## src/rtl/mips32_mem_arbiter.sv

```systemverilog
// Shares one single-ported memory between the IF fetch port and the MEM data port.
// Latency: x_gnt to x_rvalid is MEM_LAT+1 cycles; one transaction in flight, next grant on the edge after rvalid.
// Backpressure: requests are held until x_gnt; data wins ties unless a fetch has lost STARVE_MAX contested grants.
//
// Ports:
//   clk1, rst_n                     clock, async active-low reset
//   if_req/if_addr/if_flush         fetch request, word address, discard in-flight fetch response
//   if_gnt/if_rvalid/if_rdata       fetch grant pulse, data-valid pulse, instruction
//   d_req/d_we/d_addr/d_wdata       data request (load/store), address, store data
//   d_gnt/d_rvalid/d_rdata          data grant pulse, completion pulse, load data
//   mem_en/mem_we/mem_addr/mem_wdata/mem_rdata   single-port memory interface
module mips32_mem_arbiter #(
  parameter int AW         = 10,
  parameter int DW         = 32,
  parameter int MEM_LAT    = 2,
  parameter int STARVE_MAX = 3
) (
  input  logic          clk1,
  input  logic          rst_n,
  input  logic          if_req,
  input  logic [AW-1:0] if_addr,
  input  logic          if_flush,
  output logic          if_gnt,
  output logic          if_rvalid,
  output logic [DW-1:0] if_rdata,
  input  logic          d_req,
  input  logic          d_we,
  input  logic [AW-1:0] d_addr,
  input  logic [DW-1:0] d_wdata,
  output logic          d_gnt,
  output logic          d_rvalid,
  output logic [DW-1:0] d_rdata,
  output logic          mem_en,
  output logic          mem_we,
  output logic [AW-1:0] mem_addr,
  output logic [DW-1:0] mem_wdata,
  input  logic [DW-1:0] mem_rdata
);

  localparam int CW = (MEM_LAT < 1) ? 1 : $clog2(MEM_LAT + 1);
  localparam int SW = (STARVE_MAX < 1) ? 1 : $clog2(STARVE_MAX + 1);
  localparam logic [CW-1:0] LAT_LOAD   = CW'(MEM_LAT);
  localparam logic [SW-1:0] STARVE_TOP = SW'(STARVE_MAX);

  typedef enum logic [1:0] {
    IDLE    = 2'd0,
    BUSY_IF = 2'd1,
    BUSY_D  = 2'd2
  } state_t;

  state_t        state;
  logic [CW-1:0] lat_cnt;
  logic [SW-1:0] starve_cnt;
  logic          kill;
  logic          d_is_store;

  // Arbitration decision taken in IDLE; the result is registered below.
  logic grant_d;
  logic grant_if;

  always_comb begin
    grant_d  = d_req && (!if_req || (starve_cnt < STARVE_TOP));
    grant_if = if_req && !grant_d;
  end

  always_ff @(posedge clk1 or negedge rst_n) begin
    if (!rst_n) begin
      state      <= IDLE;
      lat_cnt    <= '0;
      starve_cnt <= '0;
      kill       <= 1'b0;
      d_is_store <= 1'b0;
      if_gnt     <= 1'b0;
      if_rvalid  <= 1'b0;
      if_rdata   <= '0;
      d_gnt      <= 1'b0;
      d_rvalid   <= 1'b0;
      d_rdata    <= '0;
      mem_en     <= 1'b0;
      mem_we     <= 1'b0;
      mem_addr   <= '0;
      mem_wdata  <= '0;
    end else begin
      // Pulsed outputs default low every cycle.
      if_gnt    <= 1'b0;
      d_gnt     <= 1'b0;
      if_rvalid <= 1'b0;
      d_rvalid  <= 1'b0;
      mem_en    <= 1'b0;
      mem_we    <= 1'b0;

      case (state)
        IDLE: begin
          kill <= 1'b0;
          if (grant_d) begin
            state      <= BUSY_D;
            d_gnt      <= 1'b1;
            mem_en     <= 1'b1;
            mem_we     <= d_we;
            mem_addr   <= d_addr;
            mem_wdata  <= d_wdata;
            d_is_store <= d_we;
            lat_cnt    <= LAT_LOAD;
            // Only a contested data grant counts against the waiting fetch.
            if (if_req && (starve_cnt != STARVE_TOP))
              starve_cnt <= starve_cnt + 1'b1;
          end else if (grant_if) begin
            state      <= BUSY_IF;
            if_gnt     <= 1'b1;
            mem_en     <= 1'b1;
            mem_addr   <= if_addr;
            lat_cnt    <= LAT_LOAD;
            starve_cnt <= '0;
          end
        end

        BUSY_IF: begin
          // A flush seen in the completion cycle still suppresses the response.
          if (if_flush)
            kill <= 1'b1;
          if (lat_cnt == '0) begin
            state <= IDLE;
            kill  <= 1'b0;
            if (!kill && !if_flush) begin
              if_rvalid <= 1'b1;
              if_rdata  <= mem_rdata;
            end
          end else begin
            lat_cnt <= lat_cnt - 1'b1;
          end
        end

        BUSY_D: begin
          if (lat_cnt == '0) begin
            state    <= IDLE;
            d_rvalid <= 1'b1;
            // Stores acknowledge without touching the load data register.
            if (!d_is_store)
              d_rdata <= mem_rdata;
          end else begin
            lat_cnt <= lat_cnt - 1'b1;
          end
        end

        default: state <= IDLE;
      endcase
    end
  end

endmodule

```

## config.mk

```make
export PLATFORM = sky130hd
export DESIGN_NAME = mips32_mem_arbiter
export DESIGN_NICKNAME = d
export VERILOG_FILES = /design/src/rtl/mips32_mem_arbiter.sv
export SDC_FILE = /design/constraint.sdc
export NUM_CORES = 1
export LEC_CHECK = 0
export ABC_AREA = 1
export BUFFER_PORTS_ARGS = -buffer_cell sky130_fd_sc_hd__buf_2
export CORE_MARGIN = 10
export CORE_UTILIZATION = 50
export CTS_BUF_LIST = sky130_fd_sc_hd__clkbuf_4
export CTS_CLUSTER_SIZE = 20
export DETAILED_ROUTE_END_ITERATION = 12
export GPL_TIMING_DRIVEN = 0
export PLACE_DENSITY = 0.89
export SYNTH_ARGS = -nofsm -noshare
export SYNTH_HDL_FRONTEND = slang
export SYNTH_SLANG_ARGS = --single-unit
```

## constraint.sdc

```tcl
create_clock -name clk1 -period 1.6 [get_ports clk1]
set_input_delay 0 -clock clk1 [delete_from_list [all_inputs] [get_ports clk1]]
set_output_delay 0 -clock clk1 [all_outputs]
set_load 0.1 [all_outputs]
```

Yosys cells after proc, flatten, opt, wreduce, memory -nomap -nowiden:

Index checks and enable logic that the tools add are counted.

* register bits: 120
* input bits: 90
* word-level logic and storage cells: 80

* add/subtract/negate cells: 2
* $lt $le $gt $ge: 1
* eq/ne operators: 8
* multiplexer cells: 30
* bitwise operators: 1
* reductions and logical operators: 23

Operators with widths (number)
* 10-bit 2-to-1 mux: 2
* 2-bit 2-to-1 mux: 9
* 1-bit 2-to-1 mux: 16
* 3-bit AND reduction: 4
* 2-bit case mux with 2 select lines: 2
* 2-bit AND reduction: 4
* 3-bit inequality test (second input constant): 2
* 2-bit nonzero test: 3
* 1-bit logical AND: 4
* 1-bit logical NOT: 4
* 2-bit logical NOT: 2
* 2-bit by 1-bit inequality test with 1-bit output (second input constant): 2
* 2-bit inequality test (second input constant): 2
* 2-bit by 1-bit adder with 2-bit output (second input constant): 1
* 2-bit by 1-bit == test with 1-bit output (second input constant): 1
* 2-bit == test (second input constant): 1
* 2-bit less-than comparator (second input constant): 1
* 1-bit case mux with 2 select lines: 1
* 2-bit OR reduction: 1
* 2-bit by 1-bit subtractor with 2-bit output (second input constant): 1
* 1-bit logical OR: 1
* 1-bit NOT: 1

Logic depth before layout (Yosys ltp):

Gate-level depths: netlist of run 1.

* depth in word-level cells: 8
* mapped depth: 8
* depth with buffers taken out: 8

Worst setup path before layout of run 1:

No wires, ideal clock.

* path type: flip-flop to flip-flop
* from: reg lat_cnt[0]
* to: reg d_rdata[23]
* data arrival time: 1.302 ns
* slack: 0.176 ns
* stages on the path, launching flop included: 9
* path buffers: 2
* period minus slack after synthesis: 1.424 ns
* cell sequence: dfrtp_1 -> inv_1 -> ha_1 -> nand2_1 -> or2_1 -> buf_6 -> buf_6 -> nand2_1 -> o21ai_2

* longest elaborated chain between the ends: 2

RTL lines
* from (decl): line 52 `logic [CW-1:0] lat_cnt;`
* from (signal assigned): line 129 `lat_cnt <= lat_cnt - 1'b1;`
* from (signal assigned): line 141 `lat_cnt <= lat_cnt - 1'b1;`
* 2-bit logical NOT: line 134 `if (lat_cnt == '0) begin`
* 3-bit AND reduction (no line)
* to (signal assigned): line 139 `d_rdata <= mem_rdata;`
* to (decl): line 32 `output logic [DW-1:0] d_rdata,`

No other way between the ends.
A chain may end at the register's enable or synchronous reset.

Worst setup path in the final report of run 1:

* from: reg lat_cnt[0]
* to: reg d_rdata[21]

Same word-level chain as after synthesis.

==> flow_metrics.tcl, run 1 <==
set metrics [dict create \
    grt_pass1_wl_um 26700 \
    portBuffers 201 \
    final_area_um2 7480 \
    syn_area_per_cell_um2 9.18 \
    endpoint_kind "flop" \
    cp_cell_sequence "inv_1 > ha_4 > nand2_1 > or2_1 > buf_6 > buf_6 > nand2_1 > o21ai_2" \
    worstHoldPathCells 4 \
    final_cell_mix "218 x nand2_1, 202 x buf_2, 120 x dfrtp_1, 90 x dlygate4sd3_1, 61 x inv_1" \
    antenna_found_initial 4 \
    grt_max_degree 88 \
    fin_crit_sh 0.954 \
    post_dp_cell_area_um2 6160 \
    synthCells 540 \
    cts_sinks 120 \
    ys_ff_latch 120 \
    cts-root-buf "clkbuf_4" \
    start_util 0.509 \
    grt_usage 0.232 \
    layout_commonest_cell "nand2_1" \
    nets 952 \
    min_period_ps 1530 \
    first_pass_iters 5 \
    crit_slowest_cell "dfrtp_1" \
    drt_iter0_drc 463 \
    maxCapViolCount 0 \
    fin_skew_ps 27.7 \
    cpPeakStageDelay_ps 390 \
    fin_util 0.769 \
    clock.fmax_mhz 655 \
    path_buf_inv 3 \
    clk_pin_slew_worst_paths_ps 120 \
    hold_path.class "in -> reg" \
    worstSetupPathType "reg -> reg" \
    netlist_area_um2 4950 \
    setup_viol 0 \
    required_ps 2000 \
    drt_wl_total_um 17000 \
    whs_ps 237 \
    yosysWarnings 0 \
    core-area_um2 9730 \
    gp_congestion 0.775 \
    mappedNetlistNets 636 \
    first_global_vias 5203 \
    clock_latency_ps 510 \
    cp_data_arrival_time_ps 1930 \
    die_w_um 120 \
    synth_cell_types 18 \
    cp_num_cells 8 \
    detailed_place_hpwl_um 10100 \
    ctsHtreeMaxLevel 4 \
    cts_buffers 17 \
    path_max_fanout 10 \
    drc 0 \
    vias 5021 \
    ant_nets 0 \
    vias_per_cell 4.99 \
    worstMarginPinSlew_ps 522 \
    die_h_um 120 \
    drv_slew 0 \
    die_area_um2 14300 \
    ios 202 \
    ff2ff_path_depth 8 \
    grt_overflow_total 0 \
    rows 36 \
    critical_path.top_delay_family "buffers and inverters" \
    reg2reg_slack_ps 70 \
    drive_above_1_share 0.352 \
    cts_tree "yes" \
    status "complete, no violations" \
    ys_seq_area_frac 0.606 \
    area_growth_pct 50.9 \
    critPathLaunchType "flop" \
    finalHoldViolations 0 \
    cts_buffer_depth 2 \
    wire_per_inst_um 16.9 \
    max_slew_margin 0.655 \
]
[final timing paths]
path / endpoint / start
max: d_rdata[21] / lat_cnt[0]
min reg2reg: mem_wdata[4] / mem_wdata[4]
max in group asynchronous: mem_wdata[9] / rst_n
max reg2reg: d_rdata[21] / lat_cnt[0]
min in group asynchronous: d_rdata[10] / rst_n
min: mem_wdata[25] / d_wdata[25]
[through the flow]
step / setup TNS (ps) / cells / setup WS, ps
global route: -43.2 / 1006 / -18.3
finish: 0 / 1007 / 73.5
CTS: 0 / 998 / 20.1
detailed placement: -2450 / 875 / -92.5
floorplan: 0 / 540 / 176
global placement: -107710 / 874 / -900
[worst register-to-register path, cell delays in order, from the launching register on]
cell     delay (ps)
dfrtp_1         390
inv_1           120
ha_4            180
nand2_1          80
or2_1           220
buf_6           150
buf_6           150
nand2_1          90
o21ai_2          60
[timing repair]
item | 4_1_cts | 5_1_grt
hold endpoints to repair | 236 | 0
gates resized for setup | 6 | 24
cloned | 0 | 0
hold buffers | 91 | 0
setup buffers | 0 | 4
pin swaps | 0 | 1
endpoints found under the setup margin | 45 | 90
[flip-flops by register name, indices dropped and copies added (netlist names)]
register	flops
if_gnt	1
mem_wdata	32
d_is_store	1
mem_we	1
mem_en	1
d_rvalid	1
d_gnt	1
if_rvalid	1
d_rdata	32
state	2
if_rdata	32
mem_addr	10
starve_cnt	2
kill	1
lat_cnt	2
[metal layers]
metal	up-vias	global-route usage	part of all wire
li1	2299	-	-
met1	2389	0.258	0.37
met2	287	0.393	0.50
met3	46	0.0811	0.093
met4	0	0.104	0.031
met5	-	0	0
[cell type report]
| class | instances | area [µm²] |
|---|---|---|
| fill | 613 | 2250 |
| multi-input combinational | 330 | 1580 |
| timing repair buffer | 297 | 1990 |
| buffer | 24 | 179 |
| clock buffer | 18 | 135 |
| clock inverter | 14 | 159 |
| inverter | 66 | 250 |
| tap | 133 | 166 |
| antenna | 5 | 12.5 |
| sequential | 120 | 3000 |
[cells by family after synthesis]
family / Yosys count / share of synthesized area
simple gates: 257 / 0.204
flops: 120 / 0.606
buf+inv: 90 / 0.0831
compound gates: 67 / 0.0919
fa+ha+maj: 6 / 0.0152
[Yosys cell counts]
master,n,area (µm²)
buf_2,5,25.0
ha_1,6,75.1
o21ai_2,32,280
buf_4,4,30.0
or2_2,1,6.26
o21ai_0,34,170
inv_2,3,11.3
clkbuf_1,8,30.0
nand3b_1,1,7.51
a21oi_1,1,5.00
nand3_2,1,10.0
nand3_1,24,120
nor2_1,8,30.0
buf_6,7,78.8
or2_1,1,6.26
nand2_1,221,830
dfrtp_1,120,3000
inv_1,63,236
Power of run 1 is left out: the tool's default activity adds up to more than one toggle a clock period on the data nets, which glitch-free logic cannot reach.
==> run 2: changes to the inputs <==
Settings changed: SETUP_SLACK_MARGIN from default to 0.5.
==> flow_metrics.tcl, run 2 <==
set metrics [dict create \
    ys_top_cells_by_count "221 x nand2_1, 120 x dfrtp_1, 63 x inv_1" \
    synthXorXnorAreaFrac 0 \
    post_dp_cell_area_um2 6210 \
    die_w_um 120 \
    rows 36 \
    synth_top_area_share 0.606 \
    synth_compound_area_frac 0.0919 \
    yosys.cell_count.top_type "nand2_1" \
    die_h_um 120 \
    mappedNetlistNets 636 \
    error "[ERROR DPL-0038] Utilization greater than 100%, impossible to legalize" \
    synthArstFlopShare 1.00 \
    ys_top_cells_by_area "dfrtp_1 61%, nand2_1 17%, o21ai_2 5.7%" \
    synth_top_family_by_area "simple AND/OR/NAND/NOR gates" \
    cts-root-buf "clkbuf_4" \
    grt_max_degree 64 \
    ys_ff_latch 120 \
    detailed_place_hpwl_um 10500 \
    ios 202 \
    status "did not finish" \
    synth_mux_area_frac 0 \
    syn_area_per_cell_um2 9.18 \
    ys_seq_area_frac 0.606 \
    yosysWarnings 0 \
    synthFlopType "dfrtp_1" \
    cts_buffer_depth 2 \
    portBuffers 201 \
    gp_congestion 0.798 \
    start_util 0.509 \
    netlist_area_um2 4950 \
    synth_cell_types 18 \
    cts_buffers 17 \
    synth_edf_count 0 \
    synthSimpleGateAreaFrac 0.204 \
    synthCells 540 \
    worst-ep-kind "register input" \
    cts_sinks 120 \
    ctsHtreeMaxLevel 4 \
    synthAdderAreaFrac 0.0152 \
    yosys.area.top_type "dfrtp_1" \
    postGrtWorstEndpoint "mem_wdata[27]$_DFFE_PN0P_/D" \
    pre_cts_ws_ps -93.9 \
    lastStage "global routing (5_1_grt)" \
]
run 2: cell counts after synthesis:
No cell type changed its count.
run 2: metrics by stage:
step / hold WS, ps / cells
after CTS: 19.4 / 1052
after detailed placement: 8.90 / 875
after global placement: 194 / 874
after floorplan: -296 / 540
run 2: cell families after synthesis:
logic type / Yosys count
compound gates: 67
fa+ha+maj: 6
buf+inv: 90
flops: 120
simple gates: 257
run 2: what timing repair did:
| item | 4_1_cts |
|---|---|
| buffers inserted | 44 |
| hold endpoints to repair | 234 |
| setup endpoints to repair | 231 |
| gates resized for setup | 427 |
| hold buffers | 89 |
| pin swaps | 28 |
| gates cloned | 12 |
==> run 3: changes to the inputs <==
Settings changed: CORE_UTILIZATION 50 to 40, CTS_BUF_LIST sky130_fd_sc_hd__clkbuf_4 to default, CTS_CLUSTER_SIZE 20 to default, PLACE_DENSITY 0.89 to default, PLACE_DENSITY_LB_ADDON from default to 0.15, SETUP_SLACK_MARGIN 0.5 to default.
==> flow_metrics.tcl, run 3 (same netlist as run 1, synthesis figures left out) <==
set metrics [dict create \
    worstMarginPinSlew_ps 510 \
    r2r_end "d_rdata[26]" \
    rows 40 \
    max_slew_margin 0.662 \
    drive_above_1_share 0.340 \
    fill_cells 981 \
    final_area_um2 7700 \
    area_growth_pct 55.4 \
    nets 946 \
    ctsHtreeMaxLevel 4 \
    reg2reg_slack_ps 100 \
    first_global_vias 5080 \
    die_h_um 131 \
    ant_nets 0 \
    final_cell_mix "221 x nand2_1, 203 x buf_2, 120 x dfrtp_1, 88 x dlygate4sd3_1, 60 x inv_1" \
    hold_path.class "in -> reg" \
    cp_data_arrival_time_ps 1790 \
    drt_iter0_drc 230 \
    grt_usage 0.178 \
    clk_pin_slew_worst_paths_ps 50 \
    cts_sinks 120 \
    hold_end "d_is_store" \
    grt_max_degree 83 \
    grt_overflow_total 0 \
    vias 4609 \
    hp-start "d_req" \
    cts_buffers 17 \
    vias_per_cell 4.48 \
    gp_congestion 0.788 \
    cts_buffer_depth 2 \
    drc 0 \
    first_pass_iters 6 \
    grt_setup_unrepaired "true" \
    fin_util 0.638 \
    drv_slew 0 \
    antenna_cells 0 \
    required_ps 1890 \
    die_area_um2 17200 \
    critPathLaunchType "flop" \
    min_period_ps 1500 \
    ff2ff_path_depth 8 \
    maxCapViolCount 0 \
    worstHoldPathCells 3 \
    clock_latency_ps 410 \
    grt_pass1_wl_um 25300 \
    path_max_fanout 10 \
    drt_wl_total_um 15100 \
    cts_tree "yes" \
    ios 202 \
    r2r_start "state[0]" \
    setup_ws_ps 104 \
    fin_crit_sh 0.935 \
    antenna_found_initial 0 \
    wire_per_inst_um 14.7 \
    portBuffers 201 \
    fin_skew_ps 4.79 \
    pre_cts_ws_ps -62.4 \
    reg_top3 "d_rdata: 32 flops, if_rdata: 32 flops, mem_wdata: 32 flops" \
    endpoint_kind "flop" \
    clock.fmax_mhz 668 \
    cts-root-buf "clkbuf_16" \
    detailed_place_hpwl_um 10300 \
    setup_viol 0 \
    start_util 0.411 \
    worstSetupPathType "reg -> reg" \
    die_w_um 131 \
    layout_commonest_cell "nand2_1" \
    status "complete, no violations" \
    post_dp_cell_area_um2 6200 \
    finalHoldViolations 0 \
    core-area_um2 12100 \
]
-- run 3: layout make-up --
type                    instances  area (µm²)  share of cell area
flip-flops and latches        120        3000               0.390
repair buffers                291        1930               0.250
multi-input cells             330        1570               0.204
clock buffers                  26         509              0.0661
inverters                      66         250              0.0325
well taps                     168         210              0.0273
plain buffers                  24         185              0.0241
clock inverters                 3        40.0             0.00520
-- run 3: routing by layer --
layer / wire length [µm] / GRT usage
met4: 248 / 0.0624
met2: 7350 / 0.298
met1: 6270 / 0.204
met3: 1220 / 0.0686
met5: 0 / 0
-- run 3: worst max-delay path by stage --
stage / cells past startpoint / end / startpoint
3_3_place_gp: 1 / mem_wdata[25] / rst_n
5_1_grt: 8 / d_rdata[8] / state[0]
2_1_floorplan: 8 / d_rdata[23] / lat_cnt[0]
6_report: 8 / d_rdata[26] / state[0]
4_1_cts: 7 / mem_wdata[29] / state[0]
3_5_place_dp: 6 / if_rdata[18] / lat_cnt[0]
-- run 3: timing repair --
action | CTS | global route
gates resized for setup | 3 | 29
hold buffers | 88 | 0
endpoints found under the hold margin | 233 | 0
setup endpoints to repair | 49 | 98
buffers inserted | 0 | 1
pin swaps | 0 | 0
-- run 3: critical path: stages, from the launching register on --
cell     delay, ps
dfrtp_1        420
inv_2          100
ha_1           140
nand2_1         70
or2_1          220
buf_6          160
buf_6          150
nand2_1         80
o21ai_2         50
-- run 3: per-stage QoR --
stage          setup TNS [ps]  hold slack (ps)  instances
3_3_place_gp          -116340              193        909
4_1_cts                     0             34.6       1027
3_5_place_dp            -1180            -67.3        910
2_1_floorplan               0             -296        540
5_1_grt                  -140             52.4       1028
6_report                    0             20.6       1028
Power of run 3 is left out for the same reason.
